`config.mk`:
```
export PLATFORM = sky130hd
export DESIGN_NAME = program_loader
export DESIGN_NICKNAME = d
export VERILOG_FILES = /design/src/rtl/loader_defs.sv /design/src/rtl/idle_timer.sv /design/src/rtl/program_loader.sv
export SDC_FILE = /design/constraint.sdc
export NUM_CORES = 1
export LEC_CHECK = 0
export CAP_MARGIN = 30
export CORE_MARGIN = 5
export CORE_UTILIZATION = 40
export DETAILED_ROUTE_END_ITERATION = 12
export SLEW_MARGIN = 0
export SYNTH_ARGS = -nofsm -noshare
export SYNTH_HDL_FRONTEND = slang
export SYNTH_SLANG_ARGS = --single-unit
```
`constraint.sdc`:
```
create_clock -name CLK -period 4.5 [get_ports CLK]
set_input_delay 0.9 -clock CLK [delete_from_list [all_inputs] [get_ports CLK]]
set_output_delay 0.9 -clock CLK [all_outputs]
set_load 0.02 [all_outputs]
```
`src/rtl/loader_defs.sv`:
```
// Shared definitions for the serial program loader.
// State encoding, default frame marker and small helpers.
package loader_defs;

  localparam logic [7:0] SYNC_DEFAULT = 8'hA5;

  typedef enum logic [2:0] {
    SYNC    = 3'd0,
    ADDR_LO = 3'd1,
    ADDR_HI = 3'd2,
    LEN_LO  = 3'd3,
    LEN_HI  = 3'd4,
    DATA    = 3'd5,
    CSUM    = 3'd6,
    DONE    = 3'd7
  } state_e;

  function automatic logic is_timed(input state_e s);
    return (s != SYNC) && (s != DONE);
  endfunction

endpackage

```
`src/rtl/idle_timer.sv`:
```
// Idle-cycle watchdog between bytes of a frame.
// Counts while enabled, saturates at TIMEOUT.
module idle_timer #(
  parameter int TIMEOUT = 1024
) (
  input  logic clk,
  input  logic rst_n,
  input  logic clear,
  input  logic enable,
  output logic expired
);

  localparam int W = $clog2(TIMEOUT + 1);
  localparam logic [W-1:0] LIMIT = W'(TIMEOUT);

  logic [W-1:0] cnt_q, cnt_d;

  always_comb begin
    cnt_d = cnt_q;
    if (clear || !enable) begin
      cnt_d = '0;
    end else if (cnt_q != LIMIT) begin
      cnt_d = cnt_q + 1'b1;
    end
  end

  always_ff @(posedge clk or negedge rst_n) begin
    if (!rst_n) begin
      cnt_q <= '0;
    end else begin
      cnt_q <= cnt_d;
    end
  end

  assign expired = enable && (cnt_q == LIMIT);

endmodule

```
`src/rtl/program_loader.sv`:
```
// Byte-stream program loader: parses framed images into memory
// and holds the CPU in reset until a frame loads cleanly.
module program_loader
  import loader_defs::*;
#(
  parameter logic [7:0] SYNC_BYTE = SYNC_DEFAULT,
  parameter int         TIMEOUT   = 1024
) (
  input  logic        CLK,
  input  logic        RESET_N,
  input  logic        InValid,
  input  logic [7:0]  InData,
  output logic        InReady,
  output logic        WE,
  output logic [15:0] Address,
  output logic [7:0]  DataOut,
  output logic        CpuHold,
  output logic        Done,
  output logic        Error
);

  state_e state_q, state_d;

  logic [15:0] wptr_q, wptr_d;
  logic [15:0] len_q, len_d;
  logic [7:0]  csum_q, csum_d;
  logic        we_q, we_d;
  logic [15:0] addr_q, addr_d;
  logic [7:0]  dout_q, dout_d;
  logic        rdy_q, rdy_d;
  logic        hold_q, hold_d;
  logic        done_q, done_d;
  logic        err_q, err_d;
  logic        loaded_q, loaded_d;

  logic accept;
  logic expired;

  assign accept = InValid && rdy_q;

  idle_timer #(
    .TIMEOUT(TIMEOUT)
  ) u_timer (
    .clk    (CLK),
    .rst_n  (RESET_N),
    .clear  (accept),
    .enable (is_timed(state_q)),
    .expired(expired)
  );

  always_comb begin
    state_d  = state_q;
    wptr_d   = wptr_q;
    len_d    = len_q;
    csum_d   = csum_q;
    we_d     = 1'b0;
    addr_d   = addr_q;
    dout_d   = dout_q;
    err_d    = err_q;
    loaded_d = loaded_q;

    unique case (state_q)
      SYNC: begin
        if (accept && InData == SYNC_BYTE) begin
          state_d = ADDR_LO;
          csum_d  = 8'h00;
          err_d   = 1'b0;
        end
      end
      ADDR_LO: begin
        if (accept) begin
          wptr_d[7:0] = InData;
          state_d     = ADDR_HI;
        end
      end
      ADDR_HI: begin
        if (accept) begin
          wptr_d[15:8] = InData;
          state_d      = LEN_LO;
        end
      end
      LEN_LO: begin
        if (accept) begin
          len_d[7:0] = InData;
          state_d    = LEN_HI;
        end
      end
      LEN_HI: begin
        if (accept) begin
          len_d[15:8] = InData;
          if ({InData, len_q[7:0]} == 16'h0000) begin
            state_d = CSUM;
          end else begin
            state_d = DATA;
          end
        end
      end
      DATA: begin
        if (accept) begin
          we_d   = 1'b1;
          addr_d = wptr_q;
          dout_d = InData;
          wptr_d = wptr_q + 16'd1;
          len_d  = len_q - 16'd1;
          csum_d = csum_q + InData;
          if (len_q == 16'd1) begin
            state_d = CSUM;
          end
        end
      end
      CSUM: begin
        if (accept) begin
          if (InData == csum_q) begin
            state_d = DONE;
          end else begin
            err_d   = 1'b1;
            state_d = SYNC;
          end
        end
      end
      DONE: begin
        state_d = SYNC;
      end
      default: begin
        state_d = SYNC;
      end
    endcase

    // An accepted byte on the expiry edge keeps the frame alive.
    if (expired && !accept) begin
      state_d = SYNC;
      err_d   = 1'b1;
    end

    if (state_d == DONE) begin
      loaded_d = 1'b1;
    end
    rdy_d  = (state_d != DONE);
    done_d = (state_d == DONE);
    hold_d = (state_d != SYNC) || !loaded_d;
  end

  always_ff @(posedge CLK or negedge RESET_N) begin
    if (!RESET_N) begin
      state_q  <= SYNC;
      wptr_q   <= '0;
      len_q    <= '0;
      csum_q   <= '0;
      we_q     <= 1'b0;
      addr_q   <= '0;
      dout_q   <= '0;
      rdy_q    <= 1'b1;
      hold_q   <= 1'b1;
      done_q   <= 1'b0;
      err_q    <= 1'b0;
      loaded_q <= 1'b0;
    end else begin
      state_q  <= state_d;
      wptr_q   <= wptr_d;
      len_q    <= len_d;
      csum_q   <= csum_d;
      we_q     <= we_d;
      addr_q   <= addr_d;
      dout_q   <= dout_d;
      rdy_q    <= rdy_d;
      hold_q   <= hold_d;
      done_q   <= done_d;
      err_q    <= err_d;
      loaded_q <= loaded_d;
    end
  end

  assign InReady = rdy_q;
  assign WE      = we_q;
  assign Address = addr_q;
  assign DataOut = dout_q;
  assign CpuHold = hold_q;
  assign Done    = done_q;
  assign Error   = err_q;

endmodule

```
After elaboration in Yosys (flattened, before gate mapping)

Index checks and enable logic that the tools add are counted.

Flip-flop bits (word level): 84
Bits in latches: 0
Memory bits (writable): 0
Memory bits (read-only): 0
Input bits: 11
Word-level logic and storage cells: 103
Memories: 0

Add/sub/neg operators: 4
Multiply operators: 0
Div/mod/pow operators: 0
Magnitude comparators: 0
Equality and inequality tests: 24
Shift-type cells: 0
Mux-type cells: 32
Bitwise gates (word level): 0
Reductions and logical operators: 28

Operators with widths:

| cell                                                                 | number |
|---|---|
| 8-bit case mux with 2 select lines                                   | 5 |
| 16-bit two-way mux                                                   | 2 |
| 3-bit two-way mux                                                    | 10 |
| 8-bit two-way mux                                                    | 3 |
| 3-bit case mux with 8 select lines                                   | 1 |
| 11-bit two-way mux                                                   | 2 |
| 16-bit by 1-bit adder with 16-bit output, second input constant      | 1 |
| 16-bit by 1-bit == test with 1-bit output, second input constant     | 1 |
| 16-bit logical NOT                                                   | 1 |
| 16-bit by 1-bit subtractor with 16-bit output, second input constant | 1 |
| 3-bit == test, second input constant                                 | 5 |
| 3-bit != test, second input constant                                 | 5 |
| 3-bit AND reduction                                                  | 5 |
| 2-bit != test, second input constant                                 | 6 |
| 2-bit nonzero test                                                   | 6 |
| 11-bit by 1-bit adder with 11-bit output, second input constant      | 1 |
| 11-bit == test, second input constant                                | 1 |
| 11-bit != test, second input constant                                | 1 |
| 3-bit nonzero test                                                   | 3 |
| 8-bit adder                                                          | 1 |
| 8-bit == test                                                        | 1 |
| 8-bit == test, second input constant                                 | 1 |
| 1-bit two-way mux                                                    | 7 |
| 3-bit by 2-bit == test with 1-bit output, second input constant      | 2 |
| 9 further kinds                                                      | 16 |

Depth between registers and ports, before layout

Gate-level depths: netlist of run 1.

Depth after elaboration: 9
Mapped depth: 8

Cells and area by module

From an unflattened synthesis of run 1, not the netlist that was laid out.

Cells, all modules: 460
Area, all modules: 4459.3 um^2

By module, submodules not included:

| module         | times used | cells an instance | area each (um^2) |
|---|---|---|---|
| program_loader | 1          | 399               | 3876.2 |
| idle_timer     | 1          | 61                | 583.1 |

Least setup slack after synthesis of run 1

Ideal clock, no wire load.

Path type: input -> register
Start point: input InValid
End point: register hold_q, in the netlist CpuHold
Arrival time: 2.332 ns
Required time: 4.406 ns
Slack: 2.074 ns
Stages on the path: 7
Path through: and2_1 clkbuf_1 clkbuf_1 nand3_1 a21oi_1 a211oi_2 or4b_1

Cells in the longest elaborated chain, start to end: 9

RTL lines:

| item                               | RTL line              | text |
|---|---|---|
| start: declaration                 | program_loader.sv:11  | `input logic InValid,` |
| 1-bit logical AND *                | program_loader.sv:39  | `assign accept = InValid && rdy_q;` |
| 1-bit logical AND                  | program_loader.sv:64  | `if (accept && InData == SYNC_BYTE) begin` |
| 3-bit two-way mux                  | program_loader.sv:64  |  |
| 3-bit case mux with 8 select lines | program_loader.sv:62  | `unique case (state_q)` |
| 3-bit two-way mux *                | program_loader.sv:130 | `if (expired && !accept) begin` |
| net state_d[1]                     | program_loader.sv:22  | `state_e state_q, state_d;` |
| 3-bit == test                      | program_loader.sv:135 | `if (state_d == DONE) begin` |
| 1-bit two-way mux                  | program_loader.sv:135 |  |
| 1-bit logical NOT                  | program_loader.sv:140 | `hold_d = (state_d != SYNC) \|\| !loaded_d;` |
| 1-bit logical OR *                 | program_loader.sv:140 |  |
| net hold_d                         | program_loader.sv:31  | `logic hold_q, hold_d;` |
| end signal: assignment             | program_loader.sv:166 | `hold_q <= hold_d;` |
| end: declaration                   | program_loader.sv:31  |  |

Mark *: on every way through the listed nets, which the timed path passes. The rest lies on a longest branch.
A chain may end at the register's enable or synchronous reset.

Worst setup path in the final report of run 1

Start point: input InData[5]
End point: register hold_q, in the netlist CpuHold

Cells in the longest elaborated chain, start to end: 9

RTL lines:

| item                                      | RTL line                                                          | text |
|---|---|---|
| start: declaration                        | program_loader.sv:12                                              | `input logic [7:0] InData,` |
| 8-bit == test (tied with other cells)     | program_loader.sv:113                                             | `if (InData == csum_q) begin` |
| 3-bit two-way mux (tied with other cells) | program_loader.sv:113                                             |  |
| 3-bit two-way mux (on tied branches)      | program_loader.sv:112, program_loader.sv:64, program_loader.sv:89 |  |
| 3-bit case mux with 8 select lines *      | program_loader.sv:62                                              |  |
| 3-bit two-way mux *                       | program_loader.sv:130                                             |  |
| net state_d[1]                            | program_loader.sv:22                                              |  |
| 3-bit == test                             | program_loader.sv:135                                             |  |
| 1-bit two-way mux                         | program_loader.sv:135                                             |  |
| 1-bit logical NOT                         | program_loader.sv:140                                             |  |
| 1-bit logical OR *                        | program_loader.sv:140                                             |  |
| net hold_d                                | program_loader.sv:31                                              |  |

Marks and branches as above.

==> out/results.tsv, run 1 <==
metric	value	unit
share of layout cells above drive strength 1	11.4	%
min Tclk post-route	2.88	ns
total chip power	1.62	mW
Post-DRT Antenna Nets	0	
Reg power frac	53.6	%
Max clock buf depth	2	
P per Cell Area	313	mW/mm^2
EDFF count, synth	0	
area of the multi-input gates	0.00222	sq mm
drt initial violations	238	
CP Max Fanout	6	
num rows	38	
Commonest cells post-synth	dfrtp_1 (82), nor2_1 (54), nand2_1 (40)	
fin. max-slew vios	0	
Yosys Warn Count	0	
Synth area leader	dfrtp_1	
Top Ports	40	
post-CTS setup buffers	0	
FF/Latch Area	0.00210	sq mm
CTS buffer count	9	
CTS tree	built	
largest net degree at the start of global routing	61	
post-synth cell types	53	
cell with the most instances after synthesis	dfrtp_1	
Required @ worst endpoint	4.79	ns
Mapped Cells	462	
Final Cycle Share	63.9	%
Worst-path clk slew	0.10	ns
Vias	3657	
Max Cap Violations	0	
first-pass GRT wire length	17900	um
first drt pass iteration count	4	
Final Setup Violations	0	
Post-CTS Hold Fix Bufs	0	
DR WL/cell	17.1	um
Area Growth Syn to Fin	16.8	%
top post-synthesis cells by area	dfrtp_1 (46%), mux2_2 (6.3%), nor2_1 (4.6%)	
setup_tns	0	ns
Net Sw Power	467	uW
Core Footprint	0.0108	sq mm
WP data arrival	3.16	ns
# fillers	1013	
vias in the first global route	3557	
diode count	0	
Comb power frac	11.4	%
sequential area share after synthesis	47.4	%
die footprint	0.0133	sq mm
DIE HEIGHT	115	um
gr ovfl total	0	
Initial Util	40.9	%
Final HPWL DP	7510	um
die width	115	um
hold path startpoint	loaded_q	
Int Pwr	1.16	mW
post-synthesis register bit count	84	
initial antenna violation count	0	
Max VDD drop	0.218	mV
post-synth top area share	46.3	%
critical path type	in2reg	
NumNets Final	520	
R2R cell count	8	
Clock Latency Late Sink	0.36	ns
Mapped Area	0.00444	sq mm
syn avg cell area	9.60	sq um
hold path depth	1	
slew margin rel.	49.1	%
fmax	348	MHz
clock skew	0.0154	ns
clk sink count	84	
Routed Wire Length	10900	um
CTS resizes	0	
switching portion of total power	28.8	%
outcome	finished, final reports clean	
total global routing track utilization	17.2	%
R2R Path Start	len_q[0]	
RSZ-0062 raised after global routing	no	
Leak	2.29	nW
Fin. Hold Viols	0	
worst hold path class	reg2reg	
DRC	0	
Synth Net Count	487	
I/O Buffers	39	
CTS H-tree lvls	3	
critical path launch point	InData[5]	
root buf cell	clkbuf_8	
DR vias/cell	5.71	
Slew @ Worst Pin	0.763	ns
Startpoint Class	primary input	
clock network power share	35.1	%
asr flop ratio synth	100	%
Post-synth top flop	dfrtp_1	
crit end category	flip-flop	
Placer Congestion	0.853	
[power groups by stage]
| stage | logic (mW) | clock network (mW) | registers [mW] |
|---|---|---|---|
| after floorplan | 0.133 | 0 | 0.857 |
| after global placement | 0.181 | 0 | 0.882 |
| after detailed placement | 0.185 | 0 | 0.883 |
| after CTS | 0.186 | 0.593 | 0.869 |
| after global routing | 0.209 | 0.623 | 0.879 |
| final | 0.184 | 0.569 | 0.869 |
[metal layers]
metal | vias up | GRT usage [%] | share of wire (%)
met5 | - | 0 | 0
met2 | 101 | 26.4 | 46
met4 | 0 | 6.34 | 2.2
met3 | 16 | 3.74 | 4.6
met1 | 1794 | 24.0 | 47
li1 | 1746 | - | -
[path summary, 6_finish.rpt]
path | to | slack [ns]
worst max-delay path | CpuHold | 1.62
worst min-delay path | loaded_q | 0.48
worst max register to register | len_q[12] | 1.83
worst min register to register | loaded_q | 0.48
max in group asynchronous | len_q[5] | 3.06
min in group asynchronous | state_q[1] | 0.61
[kinds of logic after synthesis]
kind of cell,Yosys count,synth area share (%)
adder cells (fa/ha/maj),14,4.12
buffers and inverters,31,2.65
AND/OR/NAND/NOR,169,18.4
XOR/XNOR,14,2.76
multiplexers,26,6.57
AO/OA/AOI/OAI,124,18.1
flip-flops,84,47.4
[worst max-delay path, stage by stage]
cell	delay [ns]
clkdlybuf4s50_1	0.57
ha_1	0.47
nor4_1	0.08
nand3_1	0.16
nand3_1	0.14
a21oi_1	0.22
a211oi_2	0.10
or4b_1	0.52
[registers in the layout (all words and copies together) (netlist names)]
name,cells
Address,16
len_q,16
wptr_q,16
u_timer.cnt_q,11
DataOut,8
csum_q,8
state_q,3
CpuHold,1
Done,1
Error,1
InReady,1
WE,1
loaded_q,1
[per-stage QoR]
stage               hold slack (ns)  cell area (sq um)  worst slack, ns  util, %  instances
global placement              0.462               4940             1.32     45.6        623
floorplan                     0.425               4440             2.07        -        462
detailed placement            0.464               4970             1.26     45.9        624
finish                        0.483               5180             1.62     47.8        640
global route                  0.497               5180             1.52     47.8        640
CTS                           0.489               5180             1.66     47.8        640
[layout by cell type (no fill, tap or decap), drive strengths merged, types with 5 or more instances in the layout]
cell,netlist,layout
a21oi,33,33
a22o,13,13
a31oi,15,15
and3,10,10
buf,2,5
clkbuf,19,10
clkdlybuf4s50,0,38
dfrtp,82,82
ha,13,13
inv,10,12
mux2,25,25
nand2,40,40
nand3,20,20
nand4,6,6
nor2,54,54
nor3,8,8
nor4,8,8
o21ai,32,32
o22a,11,11
or3,7,7
xnor2,7,7
xor2,7,7
[layout make-up]
cell class	instances	area share, %
Multi-Input combinational cell	347	42.8
Sequential cell	84	40.6
Timing Repair Buffer	43	8.46
Tap cell	140	3.38
Clock buffer	10	2.66
Clock inverter	6	1.35
Inverter	10	0.725
Power figures use the tool's default switching activity.
==> run 2: changes to the inputs <==
clock period = 2.7 ns   (was 4.5 ns; I/O delays follow)
==> run 2 against run 1 <==
Global-route usage up 0.30 points. Critical path depth down 1. Via count up 1.8%. Sequential share of layout area down 1.1 points. First-iteration DRC count up 31%. Sequential power up 67%. Combinational power up 78%. Worst setup slack worse by 1.3 ns. Non-clock buffer count up 19. Clock power up 62%. Critical endpoint unchanged.
==> out/results.tsv, run 2 (synthesis results as in run 1) <==
metric	value	unit	change
outcome	finished, final reports clean		
placed cell area	0.00512	sq mm	+3.0%
num rows	38		unchanged
DR vias/cell	5.65		-1.1%
Clock Latency Late Sink	0.37	ns	about the same
fmax	422	MHz	
Top Ports	40		unchanged
post-layout util	49.1	%	+1.4 points
Routed Wire Length	11100	um	+1.5%
fin. max-slew vios	0		unchanged
Vias	3724		+1.8%
Post-CTS Hold Fix Bufs	0		unchanged
area of the multi-input gates	0.00222	sq mm	+0.23%
Initial Util	40.9	%	unchanged
first-pass GRT wire length	18400	um	+2.6%
Leak	2.37	nW	+3.5%
most frequent cells in the layout	dfrtp_1 (82), nor2_1 (53), nand2_1 (40)		
Worst-path clk slew	0.08	ns	-0.02 ns
DR WL/cell	16.8	um	-1.4%
Max VDD drop	0.256	mV	+18%
Final HPWL DP	7980	um	+6.2%
diode count	0		unchanged
crit end category	flip-flop		
Final Setup Violations	0		unchanged
Design Area, Final	0.00533	sq mm	+2.9%
total global routing track utilization	17.5	%	+0.30 points
Startpoint Class	primary input		
NumNets Final	539		+3.7%
dpl cells	643		+3.0%
largest net degree at the start of global routing	44		-28%
clk sink count	84		unchanged
share of layout cells above drive strength 1	14.6	%	+3.2 points
min Tclk post-route	2.37	ns	
Max clock buf depth	2		unchanged
most common cell after layout, fill and taps aside	dfrtp_1		
Placer Congestion	0.900		+5.6%
vias in the first global route	3741		+5.2%
CP Max Fanout	5		-1
clock skew	0.00848	ns	-0.00688 ns
WP data arrival	2.65	ns	-0.51 ns
Area Growth Syn to Fin	20.1	%	
Slew @ Worst Pin	0.605	ns	-0.158 ns
DIE HEIGHT	115	um	unchanged
I/O Buffers	39		unchanged
initial antenna violation count	0		unchanged
CTS H-tree lvls	3		unchanged
P per Cell Area	507	mW/mm^2	+62%
die width	115	um	unchanged
die footprint	0.0133	sq mm	unchanged
Core Footprint	0.0108	sq mm	unchanged
RSZ-0062 raised after global routing	no		
Final Cycle Share	87.8	%	
Max Cap Violations	0		unchanged
slew margin rel.	59.6	%	+11 points
CTS tree	built		
critical path type	in2reg		
CTS resizes	0		unchanged
root buf cell	clkbuf_8		
Non-Filler Instances	659		+3.0%
Required @ worst endpoint	2.98	ns	-1.81 ns
drt initial violations	311		+31%
FF/Latch Area	0.00210	sq mm	unchanged
Post-DRT Antenna Nets	0		unchanged
post-CTS setup buffers	0		unchanged
Fin. Hold Viols	0		unchanged
first drt pass iteration count	5		+1
DRC	0		unchanged
# fillers	1015		+0.20%
worst hold path class	in2async		
CTS buffer count	9		unchanged
gr ovfl total	0		unchanged
-- run 2: final timing paths --
kind | startpoint | endpoint | slack, ns | cells past startpoint
min | RESET_N | csum_q[1] | 0.17 | 1
max | InData[5] | CpuHold | 0.33 | 7
max reg2reg | len_q[0] | len_q[12] | 0.36 | 8
max in group asynchronous | RESET_N | wptr_q[13] | 1.90 | 2
min reg2reg | loaded_q | loaded_q | 0.47 | 1
min in group CLK | loaded_q | loaded_q | 0.47 | 1
-- run 2: cell type report --
type / count / share of cell area [%]
clock inverter: 5 / 1.15
inverter: 10 / 0.705
multi-input combinational: 347 / 41.7
clock buffer: 11 / 2.65
tap: 140 / 3.29
sequential: 84 / 39.5
timing repair buffer: 62 / 11.0
-- run 2: power by group --
part	internal [mW]	total (mW)	switching, mW	leakage (nW)
combinational	0.144	0.328	0.184	1.15
clock	0.454	0.920	0.466	0.0918
sequential	1.34	1.45	0.112	1.13
total	1.94	2.70	0.763	2.37
-- run 2: metrics by stage --
| step | setup slack, ns | setup TNS (ns) | total power, mW | hold WS, ns |
|---|---|---|---|---|
| final | 0.330 | 0 | 2.70 | 0.167 |
| after global routing | 0.0254 | 0 | 2.83 | 0.220 |
| after CTS | 0.196 | 0 | 2.73 | 0.179 |
| after detailed placement | -0.0259 | -0.0259 | 1.80 | 0.450 |
| after global placement | -0.0396 | -0.0396 | 1.79 | 0.452 |
| after floorplan | 0.569 | 0 | 1.65 | 0.244 |
-- run 2: worst max-delay path: stages --
cell and delay [ns]:
clkdlybuf4s50_1 0.43, buf_4 0.18, nor4_1 0.39, nand4_1 0.26
o21ai_2 0.21, a311oi_1 0.12, or4b_1 0.51
-- run 2: per-layer routing --
| metal | vias to the layer above | wire [um] | global-route usage, % |
|---|---|---|---|
| li1 | 1790 | - | - |
| met1 | 1823 | 4990 | 23.5 |
| met2 | 86 | 5240 | 27.0 |
| met3 | 25 | 572 | 4.26 |
| met4 | 0 | 299 | 7.59 |
| met5 | - | 0 | 0 |
==> run 3: changes to the inputs <==
ABC_AREA = 0   (was unset)
==> results of run 3 <==
Same layout as run 2: the final DEF is identical, and so are final timing and power.
